--- config.mk ---
export PLATFORM = sky130hd
export DESIGN_NAME = cache_bridge_arbiter
export DESIGN_NICKNAME = d
export VERILOG_FILES = /design/src/rtl/cache_bus_pkg.sv /design/src/rtl/arb_grant2.sv /design/src/rtl/cache_bridge_arbiter.sv
export SDC_FILE = /design/constraint.sdc
export NUM_CORES = 1
export LEC_CHECK = 0
export ABC_AREA = 0
export BUFFER_PORTS_ARGS = -buffer_cell sky130_fd_sc_hd__buf_2
export CAP_MARGIN = 25
export CORE_AREA = 2 2 176 178
export CTS_BUF_LIST = sky130_fd_sc_hd__clkbuf_16
export CTS_CLUSTER_DIAMETER = 60
export DETAILED_ROUTE_END_ITERATION = 12
export DIE_AREA = 0 0 178 180
export PLACE_DENSITY_LB_ADDON = 0.25
export SLEW_MARGIN = 10
export SYNTH_ARGS = -nofsm -noshare
export SYNTH_HDL_FRONTEND = slang
export SYNTH_HIERARCHICAL = 1
export SYNTH_SLANG_ARGS = --single-unit
--- constraint.sdc ---
create_clock -name clk -period 5.2 [get_ports clk]
set_input_delay 1.04 -clock clk [delete_from_list [all_inputs] [get_ports clk]]
set_output_delay 1.04 -clock clk [all_outputs]
set_load 0.02 [all_outputs]
--- src/rtl/cache_bus_pkg.sv ---
// Shared encodings for the cache-side bridge arbiter: read/write FSM states,
// the line read type and the requester identifiers.
package cache_bus_pkg;

    // Read FSM, one-hot
    typedef enum logic [2:0] {
        R_IDLE = 3'b001,
        R_REQ  = 3'b010,
        R_RESP = 3'b100
    } rd_state_e;

    // Write-back FSM
    typedef enum logic [1:0] {
        W_IDLE = 2'd0,
        W_REQ  = 2'd1,
        W_WAIT = 2'd2
    } wr_state_e;

    // Requester identifiers, also used as bit positions in req/gnt vectors
    typedef enum logic {
        REQ_I = 1'b0,
        REQ_D = 1'b1
    } req_id_e;

    localparam logic [2:0] RD_TYPE_LINE = 3'b100;

endpackage

--- src/rtl/arb_grant2.sv ---
// Two-way grant between I (bit REQ_I) and D (bit REQ_D).
// Build option ARB_RR_EN: round-robin on ties using a registered rr_last;
// otherwise fixed D > I priority with no state at all.
module arb_grant2
    import cache_bus_pkg::*;
(
`ifdef ARB_RR_EN
    input  logic       clk,
    input  logic       rst,
    input  logic       en,
`endif
    input  logic [1:0] req,
    output logic [1:0] gnt
);

`ifdef ARB_RR_EN
    req_id_e rr_last;

    // Tie goes to the requester that did not win last time
    always_comb begin
        gnt = '0;
        if (req[REQ_I] && req[REQ_D]) begin
            if (rr_last == REQ_I) gnt[REQ_D] = 1'b1;
            else                  gnt[REQ_I] = 1'b1;
        end else begin
            gnt = req;
        end
    end

    // Remember the winner of every grant actually taken
    always_ff @(posedge clk) begin
        if (rst)
            rr_last <= REQ_I;
        else if (en && (|req))
            rr_last <= gnt[REQ_D] ? REQ_D : REQ_I;
    end
`else
    // Fixed priority: D wins whenever it asks
    always_comb begin
        gnt = '0;
        if (req[REQ_D])      gnt[REQ_D] = 1'b1;
        else if (req[REQ_I]) gnt[REQ_I] = 1'b1;
    end
`endif

endmodule

--- src/rtl/cache_bridge_arbiter.sv ---
// Shares the single bridge port between I-cache and D-cache.
// One outstanding read burst at a time, beats routed to the owner; D-cache
// write-backs forwarded independently, and any read to a line with a
// write in flight is held until the bridge reports wr_done.
// Build option ARB_RR_EN selects round-robin instead of D > I priority.
module cache_bridge_arbiter
    import cache_bus_pkg::*;
#(
    parameter int unsigned ADDR_W = 32,
    parameter int unsigned LINE_W = 128,
    parameter int unsigned OFF_W  = 4
) (
    input  logic              clk,
    input  logic              rst,
    input  logic              i_rd_req,
    input  logic [2:0]        i_rd_type,
    input  logic [ADDR_W-1:0] i_rd_addr,
    output logic              i_rd_rdy,
    output logic              i_ret_valid,
    output logic              i_ret_last,
    input  logic              d_rd_req,
    input  logic [2:0]        d_rd_type,
    input  logic [ADDR_W-1:0] d_rd_addr,
    output logic              d_rd_rdy,
    output logic              d_ret_valid,
    output logic              d_ret_last,
    input  logic              d_wr_req,
    input  logic [2:0]        d_wr_type,
    input  logic [ADDR_W-1:0] d_wr_addr,
    input  logic [3:0]        d_wr_wstrb,
    input  logic [LINE_W-1:0] d_wr_data,
    output logic              d_wr_rdy,
    output logic              rd_req,
    output logic [2:0]        rd_type,
    output logic [ADDR_W-1:0] rd_addr,
    input  logic              rd_rdy,
    input  logic              ret_valid,
    input  logic              ret_last,
    output logic              wr_req,
    output logic [2:0]        wr_type,
    output logic [ADDR_W-1:0] wr_addr,
    output logic [3:0]        wr_wstrb,
    output logic [LINE_W-1:0] wr_data,
    input  logic              wr_rdy,
    input  logic              wr_done
);

    localparam int unsigned LA_W = ADDR_W - OFF_W;

    rd_state_e         r_state, r_next;
    wr_state_e         w_state, w_next;
    req_id_e           owner;
    logic [ADDR_W-1:0] lat_addr;
    logic [2:0]        lat_type;
    logic [1:0]        beat_cnt;
    logic [LA_W-1:0]   wr_line;
    logic [LA_W-1:0]   pend_line;
    logic              pend_valid;
    logic [1:0]        elig;
    logic [1:0]        gnt;
    logic              take_grant;

    // Pending write line: still on d_wr_addr while offered, latched once accepted
    always_comb begin
        pend_valid = (w_state == W_REQ) || (w_state == W_WAIT);
        pend_line  = (w_state == W_REQ) ? d_wr_addr[ADDR_W-1:OFF_W] : wr_line;
        elig        = '0;
        elig[REQ_I] = i_rd_req && !(pend_valid && (i_rd_addr[ADDR_W-1:OFF_W] == pend_line));
        elig[REQ_D] = d_rd_req && !(pend_valid && (d_rd_addr[ADDR_W-1:OFF_W] == pend_line));
        take_grant  = (r_state == R_IDLE) && (|elig);
    end

    arb_grant2 u_grant (
`ifdef ARB_RR_EN
        .clk (clk),
        .rst (rst),
        .en  (r_state == R_IDLE),
`endif
        .req (elig),
        .gnt (gnt)
    );

    // Read FSM state register
    always_ff @(posedge clk) begin
        if (rst) r_state <= R_IDLE;
        else     r_state <= r_next;
    end

    // Capture owner and request attributes at grant
    always_ff @(posedge clk) begin
        if (rst) begin
            owner    <= REQ_D;
            lat_addr <= '0;
            lat_type <= '0;
        end else if (take_grant) begin
            owner    <= gnt[REQ_D] ? REQ_D : REQ_I;
            lat_addr <= gnt[REQ_I] ? i_rd_addr : d_rd_addr;
            lat_type <= gnt[REQ_I] ? i_rd_type : d_rd_type;
        end
    end

    // Return-beat counter; a line burst never exceeds four beats
    always_ff @(posedge clk) begin
        if (rst) begin
            beat_cnt <= '0;
        end else if (r_state == R_RESP && ret_valid) begin
            assert (!(beat_cnt == 2'd3 && !ret_last));
            beat_cnt <= ret_last ? 2'd0 : beat_cnt + 2'd1;
        end
    end

    // Read FSM next state and read-side outputs
    always_comb begin
        r_next      = r_state;
        rd_req      = 1'b0;
        rd_type     = '0;
        rd_addr     = '0;
        i_rd_rdy    = 1'b0;
        d_rd_rdy    = 1'b0;
        i_ret_valid = 1'b0;
        i_ret_last  = 1'b0;
        d_ret_valid = 1'b0;
        d_ret_last  = 1'b0;
        unique case (r_state)
            R_IDLE: begin
                if (|elig) r_next = R_REQ;
            end
            R_REQ: begin
                rd_req  = 1'b1;
                rd_type = lat_type;
                rd_addr = lat_addr;
                if (owner == REQ_D) d_rd_rdy = rd_rdy;
                else                i_rd_rdy = rd_rdy;
                if (rd_rdy) r_next = R_RESP;
            end
            R_RESP: begin
                if (owner == REQ_D) begin
                    d_ret_valid = ret_valid;
                    d_ret_last  = ret_last;
                end else begin
                    i_ret_valid = ret_valid;
                    i_ret_last  = ret_last;
                end
                if (ret_valid && ret_last) r_next = R_IDLE;
            end
            default: r_next = R_IDLE;
        endcase
    end

    // Write FSM state register
    always_ff @(posedge clk) begin
        if (rst) w_state <= W_IDLE;
        else     w_state <= w_next;
    end

    // Latch the accepted write's line address for hazard checks in W_WAIT
    always_ff @(posedge clk) begin
        if (rst)
            wr_line <= '0;
        else if (w_state == W_REQ && wr_rdy)
            wr_line <= d_wr_addr[ADDR_W-1:OFF_W];
    end

    // Write FSM next state and write-side outputs
    always_comb begin
        w_next   = w_state;
        wr_req   = 1'b0;
        wr_type  = '0;
        wr_addr  = '0;
        wr_wstrb = '0;
        wr_data  = '0;
        d_wr_rdy = 1'b0;
        unique case (w_state)
            W_IDLE: begin
                if (d_wr_req) w_next = W_REQ;
            end
            W_REQ: begin
                wr_req   = d_wr_req;
                wr_type  = d_wr_type;
                wr_addr  = d_wr_addr;
                wr_wstrb = d_wr_wstrb;
                wr_data  = d_wr_data;
                d_wr_rdy = wr_rdy;
                if (wr_rdy) w_next = W_WAIT;
            end
            W_WAIT: begin
                if (wr_done) w_next = W_IDLE;
            end
            default: w_next = W_IDLE;
        endcase
    end

endmodule

; ---- Word-level counts from Yosys, hierarchy flattened
; Cells that the tools add are included.
[totals]
regBits = 69
output_inout_bits = 211
elab_cells = 69
input_bits = 247
[op_classes]
reduce_logical = 14
n_eq_ne = 13
muxes = 36
[op_table]
columns = operator, count
row1 = two-way mux 128 bit, 1
row2 = two-way mux 32 bit, 3
row3 = equality test 28 bit, 2
row4 = two-way mux 28 bit, 1
row5 = two-way mux 1 bit, 19
row6 = two-way mux 3 bit, 6
row7 = one-hot mux 3 bit (3 select lines), 1
row8 = "inequality test 2 bit, second input constant", 4
row9 = logical AND 1 bit, 7
row10 = two-way mux 2 bit, 3
row11 = one-hot mux 2 bit (3 select lines), 1
row12 = AND reduction 3 bit, 2
row13 = two-way mux 4 bit, 1
row14 = "inequality test 2 x 1 -> 1 bit, second input constant", 2
row15 = "equality test 3 x 1 -> 1 bit, second input constant", 1
row16 = "equality test 3 x 2 -> 1 bit, second input constant", 1
row17 = "equality test 3 bit, second input constant", 1
row18 = "equality test 2 x 1 -> 1 bit, second input constant", 1
row19 = "equality test 2 bit, second input constant", 1
row20 = zero test 1 bit, 2
row21 = zero test 2 bit, 1
row22 = OR reduction 2 bit, 1
row23 = logical OR 1 bit, 1

; ---- Depth between registers and ports, before layout
; Gate-level depths: netlist of the first run.
[depth]
word_depth = 9
ltp_mapped = 15
ltp_nobuf = 11

; ---- Cells and area by module
; The synthesis of the first run kept the hierarchy.
[modules_own_cells]
columns = mod, cells_per_inst, seq_area_each_um2, area_per_inst_um2, n_inst
row1 = cache_bridge_arbiter, 696, 1381.3, 5467.7, 1
row2 = arb_grant2, 2, 0.0, 21.3, 1

; ---- Worst setup path before layout of the first run
; No wires, ideal clock.
[synth_path]
path_type = in2reg
start = input d_wr_addr[22]
end = register lat_addr[0]
setup_slack_ns = 1.374
path_buffers = 2
t_arrival_ns = 3.703
required_ns = 5.077
stages = 11
setup_time_ns = 0.123
path_cell_list = and2_1 -> a21oi_1 -> xor2_1 -> nand4_1 -> o41a_1 -> nor2b_4 -> clkbuf_1 -> buf_1 -> mux2i_1 -> nor2_1 -> mux2_1
[synth_via]
word_cells_on_any_way = 14
classes_between = 2 x eq/ne / 4 x mux / 8 x reduce/logical
[synth_rtl]
columns = item, line
row1 = start: declaration, cache_bridge_arbiter.sv:29  ; input logic [ADDR_W-1:0] d_wr_addr,
row2 = two-way mux 28 bit, cache_bridge_arbiter.sv:66  ; pend_line = (w_state == W_REQ) ? d_wr_addr[ADDR_W-1:OFF_W] : wr_line;
row3 = equality test 28 bit, cache_bridge_arbiter.sv:69  ; elig[REQ_D] = d_rd_req && !(pend_valid && (d_rd_addr[ADDR_W-1:OFF_W] == pend_line));
row4 = logical AND 1 bit, cache_bridge_arbiter.sv:69
row5 = zero test 1 bit, cache_bridge_arbiter.sv:69
row6 = logical AND 1 bit, cache_bridge_arbiter.sv:69
row7 = named net elig[1], cache_bridge_arbiter.sv:59  ; logic [1:0] elig;
row8 = two-way mux 1 bit, arb_grant2.sv:41  ; if (req[REQ_D]) gnt[REQ_D] = 1'b1;
row9 = named net gnt[0], cache_bridge_arbiter.sv:60  ; logic [1:0] gnt;
row10 = two-way mux 32 bit, cache_bridge_arbiter.sv:97  ; lat_addr <= gnt[REQ_I] ? i_rd_addr : d_rd_addr;
row11 = end signal: assignment, cache_bridge_arbiter.sv:97
row12 = end: declaration, cache_bridge_arbiter.sv:53  ; logic [ADDR_W-1:0] lat_addr;
; The timed path passes the listed nets, and every way through them passes these cells.
; A chain may end at the register's enable or synchronous reset.

; ---- Worst setup path in the final report of the first run
[layout_path]
start = register w_state[1]
end = register lat_addr[14]
[layout_via]
elab_chain_cells = 9
word_cells_on_any_way = 17
classes_between = 4 x eq/ne / 4 x mux / 9 x reduce/logical
[layout_rtl]
columns = item, line
row1 = start: declaration, cache_bridge_arbiter.sv:51  ; wr_state_e w_state, w_next;
row2 = start signal: assignment, cache_bridge_arbiter.sv:153  ; else w_state <= w_next;
row3 = equality test 2 x 1 -> 1 bit, "cache_bridge_arbiter.sv:65, cache_bridge_arbiter.sv:66"
row4 = two-way mux 28 bit, cache_bridge_arbiter.sv:66
row5 = equality test 28 bit, cache_bridge_arbiter.sv:68  ; elig[REQ_I] = i_rd_req && !(pend_valid && (i_rd_addr[ADDR_W-1:OFF_W] == pend_line));
row6 = logical AND 1 bit (*), cache_bridge_arbiter.sv:68
row7 = zero test 1 bit (*), cache_bridge_arbiter.sv:68
row8 = logical AND 1 bit (*), cache_bridge_arbiter.sv:68
row9 = named net elig[0], cache_bridge_arbiter.sv:59
row10 = two-way mux 1 bit, arb_grant2.sv:42  ; else if (req[REQ_I]) gnt[REQ_I] = 1'b1;
row11 = two-way mux 1 bit, arb_grant2.sv:41
row12 = two-way mux 32 bit, cache_bridge_arbiter.sv:97
; The timed path passes the listed nets; every way through them passes the cells marked *.

==> results of run 1 <==
## registers in the layout (all words and copies together), names as in the netlist
signal / cells
lat_addr: 32
w_state: 2
r_state: 3
lat_type: 3
owner: 1
wr_line: 28
## synth_stat cells, drive strengths merged
master    n  share of area, %
dfxtp    69                25
o41a      2              0.41
a211oi    1              0.14
inv       7              0.48
o21a      1              0.14
nand2b    1              0.11
o211ai    1              0.14
nor3      4              0.36
ha        3              0.68
o21bai    1              0.14
o21ai     2              0.39
xor2     14               2.2
clkbuf   41               2.8
nor4     10               1.1
o22ai     1              0.11
nor2b    36               4.2
buf      11               1.4
xnor2    39               6.2
nor2     44               3.0
nand4     5              0.57
nand3     2              0.18
a21oi    34               3.1
mux2     35               7.2
a211o     1              0.16
mux2i    62                11
and2    204                23
a31oi     1              0.11
a22oi     2              0.27
nand2    61               4.2
and3      3              0.34
## how the worst min path moves through the flow
stage / end / cells past startpoint / slack, ns / from
floorplan: wr_line[0] / 2 / 0.44 / wr_line[0]
global placement: wr_line[24] / 2 / 0.44 / wr_line[24]
global route: wr_line[6] / 2 / 0.46 / wr_line[6]
CTS: wr_line[6] / 2 / 0.45 / wr_line[6]
finish: wr_line[20] / 2 / 0.45 / wr_line[20]
detailed placement: wr_line[6] / 2 / 0.45 / wr_line[6]
## cells by family (layout without fill, tap and decap cells)
family | Yosys count | in the layout | share of synthesized area [%]
adder cells (fa/ha/maj) | 3 | 3 | 0.6839
multiplexers | 97 | 97 | 18.49
flip-flops | 69 | 69 | 25.17
XOR/XNOR | 53 | 53 | 8.457
other | 0 | 3 | 0
buffers and inverters | 59 | 488 | 4.719
AO/OA/AOI/OAI | 47 | 47 | 5.106
AND/OR/NAND/NOR | 370 | 370 | 37.38
## cell usage in the layout (no fill, tap or decap), types with 4 or more instances in the layout
master / instances
buf_2: 456
xnor2_1: 39
dfxtp_1: 69
buf_4: 5
xor2_1: 14
nor2_1: 44
and2_1: 204
nand2_1: 61
mux2_1: 28
mux2_2: 7
clkbuf_16: 9
nand4_1: 5
clkinv_1: 4
nor2b_1: 35
inv_1: 7
mux2i_1: 62
nor4_1: 10
a21oi_1: 34
## layer usage
| metal | GRT usage (%) | up-vias | wire [um] |
|---|---|---|---|
| met5 | 0 | - | 59 |
| met3 | 4.907 | 26 | 2542 |
| met2 | 26.99 | 273 | 12680 |
| met4 | 2.754 | 8 | 256 |
| li1 | - | 3109 | - |
| met1 | 19.20 | 2828 | 10920 |
## through the flow
stage | setup slack, ns | power, mW | cell area [sq um] | hold WS (ns) | util [%]
2_1_floorplan | 1.374 | 1.507 | 5489 | 0.4357 | -
3_3_place_gp | 1.108 | 1.993 | 8129 | 0.4414 | 26.93
3_5_place_dp | 1.069 | 1.997 | 8157 | 0.4458 | 27.02
4_1_cts | 1.046 | 2.565 | 8414 | 0.4538 | 27.87
5_1_grt | 0.7060 | 2.697 | 8444 | 0.4633 | 27.97
6_report | 1.083 | 2.535 | 8449 | 0.4520 | 27.99
## layout make-up
cell class	instances	share of cell area [%]
inverters	7	0.3110
clock buffers	9	2.665
clock inverters	7	0.3850
repair buffers	465	28.58
diodes	3	0.08885
well taps	396	5.864
multi-input cells	570	45.76
flip-flops and latches	69	16.35
## power breakdown
| part | total, mW | internal (mW) | switching, mW |
|---|---|---|---|
| combinational | 1.36 | 0.530 | 0.832 |
| sequential | 0.620 | 0.588 | 0.0317 |
| clock | 0.554 | 0.314 | 0.239 |
| total | 2.53 | 1.43 | 1.10 |
## critical path: stages, from the launching register on
cell	delay (ns)
dfxtp_1	0.32
inv_1	0.10
ha_4	0.61
mux2i_1	0.42
xnor2_1	0.11
nor4_1	0.55
nand4_1	0.19
o41a_1	0.56
o21ai_4	0.46
buf_12	0.26
mux2_1	0.35
==> impl.org, run 1 <==
** Run status
- The flow ran to the end, and the final reports show no timing, DRC or antenna violations.

** Global route
- Summed over all layers, the global routing overflow is 0.
- The first global-routing pass estimated 36.99 mm of wire.
- Number of global-route vias before repair :: 5,789
- Entering global routing, the biggest net connects 140 pins.
- Initial antenna violation count :: 9
- Global routing used about 16% of the available tracks across all layers.

** Route
- In this run, the number of DRC markers left after iteration 0 of detailed routing was 250.
- Total via count after detailed routing :: 6,244
- In the routed design, unresolved DRC markers number 0.
- The first detailed-routing pass took 4 iterations.
- Number of vias per cell :: 4.092
- For this block, the routed nets add up to 26.45 mm of wire.
- After detailed routing, the average wire length per cell comes to 17.34 um.
- Residual antenna-violating net count after detailed routing :: 0

** Die
- The initial utilization of the core area, before any placement, comes to a little under a fifth.
- From bottom edge to top edge, the die measures 180 um.
- Count of standard-cell rows :: 64
- Core ar. :: about 30,000 sq um
- Measured along the x axis, the die boundary spans between 150 and 200 um.
- Number of placed I/O pins :: 458
- Die ar. :: roughly 32,000 sq um

** Setup path
- End of the worst register-to-register path :: lat_addr[14]
- By startpoint and endpoint, the worst setup path is classified as reg2reg.
- Max Fanout on Critical Path :: 56
- R2R cell count :: 10
- Worst reg-to-reg setup slack :: 1.08 ns
- Arrival time of data at the critical path endpoint :: ~4.3 ns
- STA classifies the critical path endpoint as a flip-flop.
- Launch point of the worst reg-to-reg path :: w_state[1]
- Source of the critical timing path :: w_state[1]
- Data on the critical path is required at its endpoint by 5.42 ns.
- Capturing instance or port of the critical path :: lat_addr[14]
- Worst setup SP type :: flip-flop

** Place
- Detail Placement HPWL :: 22.23 mm
- Input and output buffers added on the ports amount to 457.
- Routability-driven placement finished with a final weighted congestion of 0.8535.
- The number of placed instances, taps included, is 1,506.

** STA
- Setup repair after global routing missed its margin :: false
- In the final timing run, aggregate negative setup slack is 0 ns.
- Worst slew pin tran :: approximately 0.9 ns
- Final setup vio count :: 0
- Final period demand of the worst path :: 4.117 ns
- The number of slew-limit violations in the final report was 0.
- Worst setup skew after layout :: 0.003601 ns
- Final Cycle Share :: 79.18%
- Final hold viol count :: 0
- Achievable clock frequency :: 0.2429 GHz
- Slew Limit Headroom :: approximately 40%

** Logic synthesis
- Synthesis inferred 69 register bits.
- Mean cell area of the mapped netlist :: around 7.9 sq um
- Synthesis handed over a netlist of 698 instances.
- Summing every instance area after synthesis gives 5489 sq um.
- During synthesis, Yosys emitted a total of 6 warnings.
- In this run, distinct cell masters in the synthesized netlist total 36.
- Summing the sequential cell areas from Yosys gives 25.17% of the chip area.
- Synth Net Count :: 948

** Layout
- Cell Count, Final, Fillers Out :: ~1.5k
- Cells with a size suffix above 1 make up a little over two fifths of the layout.
- The layout has 3,350 filler cells.
- Area taken by flip-flops and latches :: 1381 sq um
- # nets final :: ~1.4k
- In the final layout, the multi-input gates occupy 3866 sq um.
- From synthesis to final layout, the design area changed by 53.93%.

** Power and ir drop
- For this design the ratio of total power to cell area is 300.0 nW/um^2.
- Worst VDD drop :: around 0.13 mV
- In this run the static leakage power is 4.355 nW.

** Clock network
- The later pin in the worst-skew pair is clocked with a latency of 0.34 ns.
- In this run, post-CTS repair resized a total of 0 instances.
- Num CTS Buffers :: 9
- TritonCTS built the clock tree.
- Number of H-tree branching levels :: 3
- Hold buffer count at CTS :: 0
- Post-CTS timing repair inserted 0 buffers for setup.
- The root buffer cell chosen for the clock tree is clkbuf_16.
- CTS saw 69 sinks.
- Clock Path Buffers :: 2
- Clock-pin slew on the worst setup and hold paths :: roughly 0.060 ns

** Flow run
- Max-cap viol count :: 0

** Worst hold path
- Class of the tightest hold or removal check :: reg2reg
Power figures use the tool's default switching activity.
==> inputs of run 2 (changes only) <==
CORE_AREA = 2 2 180 182   (was 2 2 176 178)
DIE_AREA = 0 0 182 184   (was 0 0 178 180)
clock period = 3.4 ns   (was 5.2 ns; I/O delays follow)
==> run 2 against run 1 <==
Net effect:
- flip-flop and latch count unchanged
- sequential power increased by 54%
- routed wire length increased by 9.4%
- sequential share of layout area decreased by 1.3 points
- register-to-register slack got worse by 0.96 ns
- first-iteration DRC count increased by 7.2%
- core utilization increased by 1.3 points
==> impl.org, run 2 (synthesis results as in run 1) <==
** Setup path
- Data required time of the critical path :: 3.63 ns (was 5.42 ns)
- The nature of the critical path startpoint was a flip-flop (unchanged).
- The number of buffer and inverter instances along the worst setup path was 5 (was 2).
- The data arrival time of the worst path is 3.51 ns (was 4.34 ns).
- Most prevalent standard cell on the critical path :: mux2i_1
- The maximum fanout encountered on the critical timing path was 8 (was 56).
- Slowest cell on the critical path :: o41a_1 (was ha_4)
- Classification of the worst setup path :: reg2reg (unchanged)
- Cells traversed along the worst timing path: inv_2 > ha_4 > buf_8 > mux2i_1 > buf_4 > xnor2_1 > nor4_1 > nand4_1 > o41a_1 > nor2b_4 > buf_6 > clkbuf_16 > mux2i_1 > nor2_1 > mux2_1 (was inv_1 > ha_4 > mux2i_1 > xnor2_1 > nor4_1 > nand4_1 > o41a_1 > o21ai_4 > buf_12 > mux2_1).
- The type of destination of the critical path was a flip-flop (unchanged).
- The delay of the slowest cell on the worst path was 0.46 ns (was 0.61 ns).
- The register-to-register setup slack is 0.12 ns (was 1.08 ns).
- Family of cells with the greatest summed delay on the critical path :: multiplexers (was compound AO/OA/AOI/OAI gates)

** Route
- Number of DRC violations after detailed routing :: 0 (unchanged)
- First-pass iteration count of the detailed router :: 4 (unchanged)
- Total length of routed wires :: 28.94 mm (was 26.45 mm)
- Residual antenna-violating net count after detailed routing :: 0 (unchanged)
- Initial DRC count :: 268 (was 250)
- Total via count after detailed routing :: 6,566 (was 6,244)
- The post-detailed-route wirelength per cell is 18.42 um (was 17.34 um).
- Number of vias per cell :: 4.180 (was 4.092)

** STA
- The final number of hold-violating endpoints was 0 (unchanged).
- Slew Limit Headroom :: 34.28% (was 40.24%)
- Setup TNS after final layout :: 0 ns (unchanged)
- The final period demand of the worst path was 3.280 ns (was 4.117 ns).
- The peak clock frequency supported by timing was 0.3049 GHz (was 0.2429 GHz).
- Setup repair after global routing missed its margin :: true (was false)
- Slew Limit Fails :: 0 (unchanged)
- The measured slew at the worst slew-check pin was 0.9858 ns (was 0.8965 ns).
- Worst setup skew after layout :: 0.004707 ns (was 0.003601 ns)
- The share of the clock period used by the worst path after layout is 96.46% (was 79.18%).
- The post-route worst hold slack was 0.4514 ns (was 0.4520 ns).
- Fin worst setup slack :: 0.1202 ns (was 1.083 ns)
- Final setup vio count :: 0 (unchanged)

** Power and ir drop
- Worst VDD drop :: 0.2154 mV (was 0.1284 mV)
- The net switching component of the power was 1.824 mW (was 1.103 mW).
- Share of power burned in combinational logic :: 56.4% (was 53.7%)
- The part of the total power dissipated in sequential elements is 22.0% (was 24.4%).
- Internal power contribution :: 2.506 mW (was 1.432 mW)
- The proportion of total power due to net switching was 42.13% (was 43.52%).
- The standby leakage power was 4.677 nW (was 4.355 nW).
- The clock share of power was 21.5% (was 21.8%).
- The total chip power came to 4.330 mW (was 2.535 mW).
- The power per standard cell area came to 471.4 nW/um^2 (was 300.0 nW/um^2).

** Clock network
- The clock sink count came to 69 (unchanged).
- CTS tree :: yes (unchanged)
- The number of clock buffers inserted by TritonCTS is 9 (unchanged).
- The number of hold buffers added after cts was 0 (unchanged).
- Clock root buffer :: clkbuf_16 (unchanged)
- Clock insertion delay at the later pin of the skew report :: 0.35 ns (was 0.34 ns)
- The buffer levels on the longest clock path came to 2 (unchanged).
- Number of H-tree branching levels :: 3 (unchanged)
- The clock-pin slew reported for the worst setup and hold paths after clock tree synthesis is 0.06 ns (about the same).

** Place
- Cell count after placement :: 1,538 (was 1,506)
- Post-DP Area :: 8377 sq um (was 8157 sq um)
- The sum of net half-perimeters after detailed placement is 23.51 mm (was 22.23 mm).
- Number of port buffers :: 457 (unchanged)
- Worst slack at placement :: -0.06631 ns (was 1.069 ns)
- The routability-driven placement congestion ratio was 0.8291 (was 0.8535).

** Layout
- # nets final :: 1,412 (was 1,372)
- Top Registers :: lat_addr: 32 flops, wr_line: 28 flops (unchanged)
- The largest register by flop count was lat_addr (unchanged).
- The most frequent standard cell in the layout excluding fill and tap cells is buf_2 (unchanged).
- The layout cell share with drive strength beyond 1 came to 49.31% (was 43.30%).
- The core utilization of the finished layout came to 29.26% (was 27.99%).
- Leading cell types in the layout, fill and taps excluded: buf_2, and2_1, dfxtp_1 (unchanged).
- Cell Count, Final, Fillers Out :: 1,571 (was 1,526)
- Flip-flop count of the largest register after layout :: 32 (unchanged)
- Area overhead of the layout relative to synthesis :: 67.34% (was 53.93%)
- Final cell area excluding filler cells :: 9185 sq um (was 8449 sq um)

** Global route
- Initial antenna violation count :: 13 (was 9)
- The overall overflow remaining after global route was 0 (unchanged).
- The largest net degree at the start of global routing is 96 (was 140).
- First-pass GRT wire length :: 39.85 mm (was 36.99 mm)
- Total track usage :: 16.04% (was 15.67%)
- Number of global-route vias before repair :: 6,263 (was 5,789)

** Die
- Die ar. :: 33,490 sq um (was 32,040 sq um)
- Count of standard-cell rows :: 65 (was 64)
- Die boundary width :: 182 um (was 178 um)
- The die outline height is 184 um (was 180 um).
- The area of the core is 31,390 sq um (was 30,190 sq um).
- Number of placed I/O pins :: 458 (unchanged)
- The starting density of the core is 17.49% (was 18.18%).

** Run status
- Outcome: finished clean (unchanged).

** Flow run
- The count of maximum capacitance violations was 0 (unchanged).

** Worst hold path
- Class of the tightest hold or removal check :: reg2reg (unchanged)
run 2: cell count changes in the layout (fill, tap and decap cells not counted), sizes merged:
cell	previous run	this run
bufinv	0	1
inv	7	8
clkinv	6	4
clkinvlp	1	0
buf	465	500
clkbuf	9	14
run 2: timing repair:
action                                  CTS  global route
gates cloned                              0             6
gates resized for setup                   2            61
buffers inserted                          0            10
endpoints found under the setup margin   35            35
pin swaps                                 0             8
run 2: final timing paths:
check / startpoint / to / cells past startpoint
max: w_state[1] / lat_addr[8] / 15
min: wr_line[14] / wr_line[14] / 2
max reg2reg: w_state[1] / lat_addr[8] / 15
min reg2reg: wr_line[14] / wr_line[14] / 2
run 2: worst reg2reg max path: stages, from the launching register on:
cell       delay (ns)
dfxtp_2          0.33
inv_2            0.08
ha_4             0.22
buf_8            0.17
mux2i_1          0.22
buf_4            0.17
xnor2_1          0.07
nor4_1           0.27
nand4_1          0.18
o41a_1           0.46
nor2b_4          0.17
buf_6            0.14
clkbuf_16        0.16
mux2i_1          0.19
nor2_1           0.06
mux2_1           0.31
run 2: layout make-up:
| cell class | instances | area (sq um) |
|---|---|---|
| diodes | 3 | 7.507 |
| clock buffers | 9 | 225.2 |
| clock inverters | 6 | 56.30 |
| fillers | 3456 | 22210 |
| inverters | 7 | 26.28 |
| multi-input cells | 570 | 4145 |
| flip-flops and latches | 69 | 1383 |
| well taps | 402 | 503.0 |
| repair buffers | 505 | 2839 |
run 2: power by group through the flow:
| stage | registers (mW) | clock network (mW) | logic [mW] |
|---|---|---|---|
| 3_3_place_gp | 0.963 | 0 | 2.18 |
| 4_1_cts | 0.947 | 0.959 | 2.20 |
| 3_5_place_dp | 0.964 | 0 | 2.18 |
| 5_1_grt | 0.966 | 0.991 | 2.62 |
| 2_1_floorplan | 0.947 | 0 | 1.36 |
| 6_report | 0.954 | 0.932 | 2.44 |
run 2: metal layers:
| layer | track usage, % | vias up | wire length (um) |
|---|---|---|---|
| met2 | 25.76 | 289 | 12910 |
| met4 | 2.968 | 18 | 365 |
| met5 | 0 | - | 124 |
| li1 | - | 3201 | - |
| met1 | 20.80 | 3017 | 13090 |
| met3 | 5.745 | 41 | 2447 |
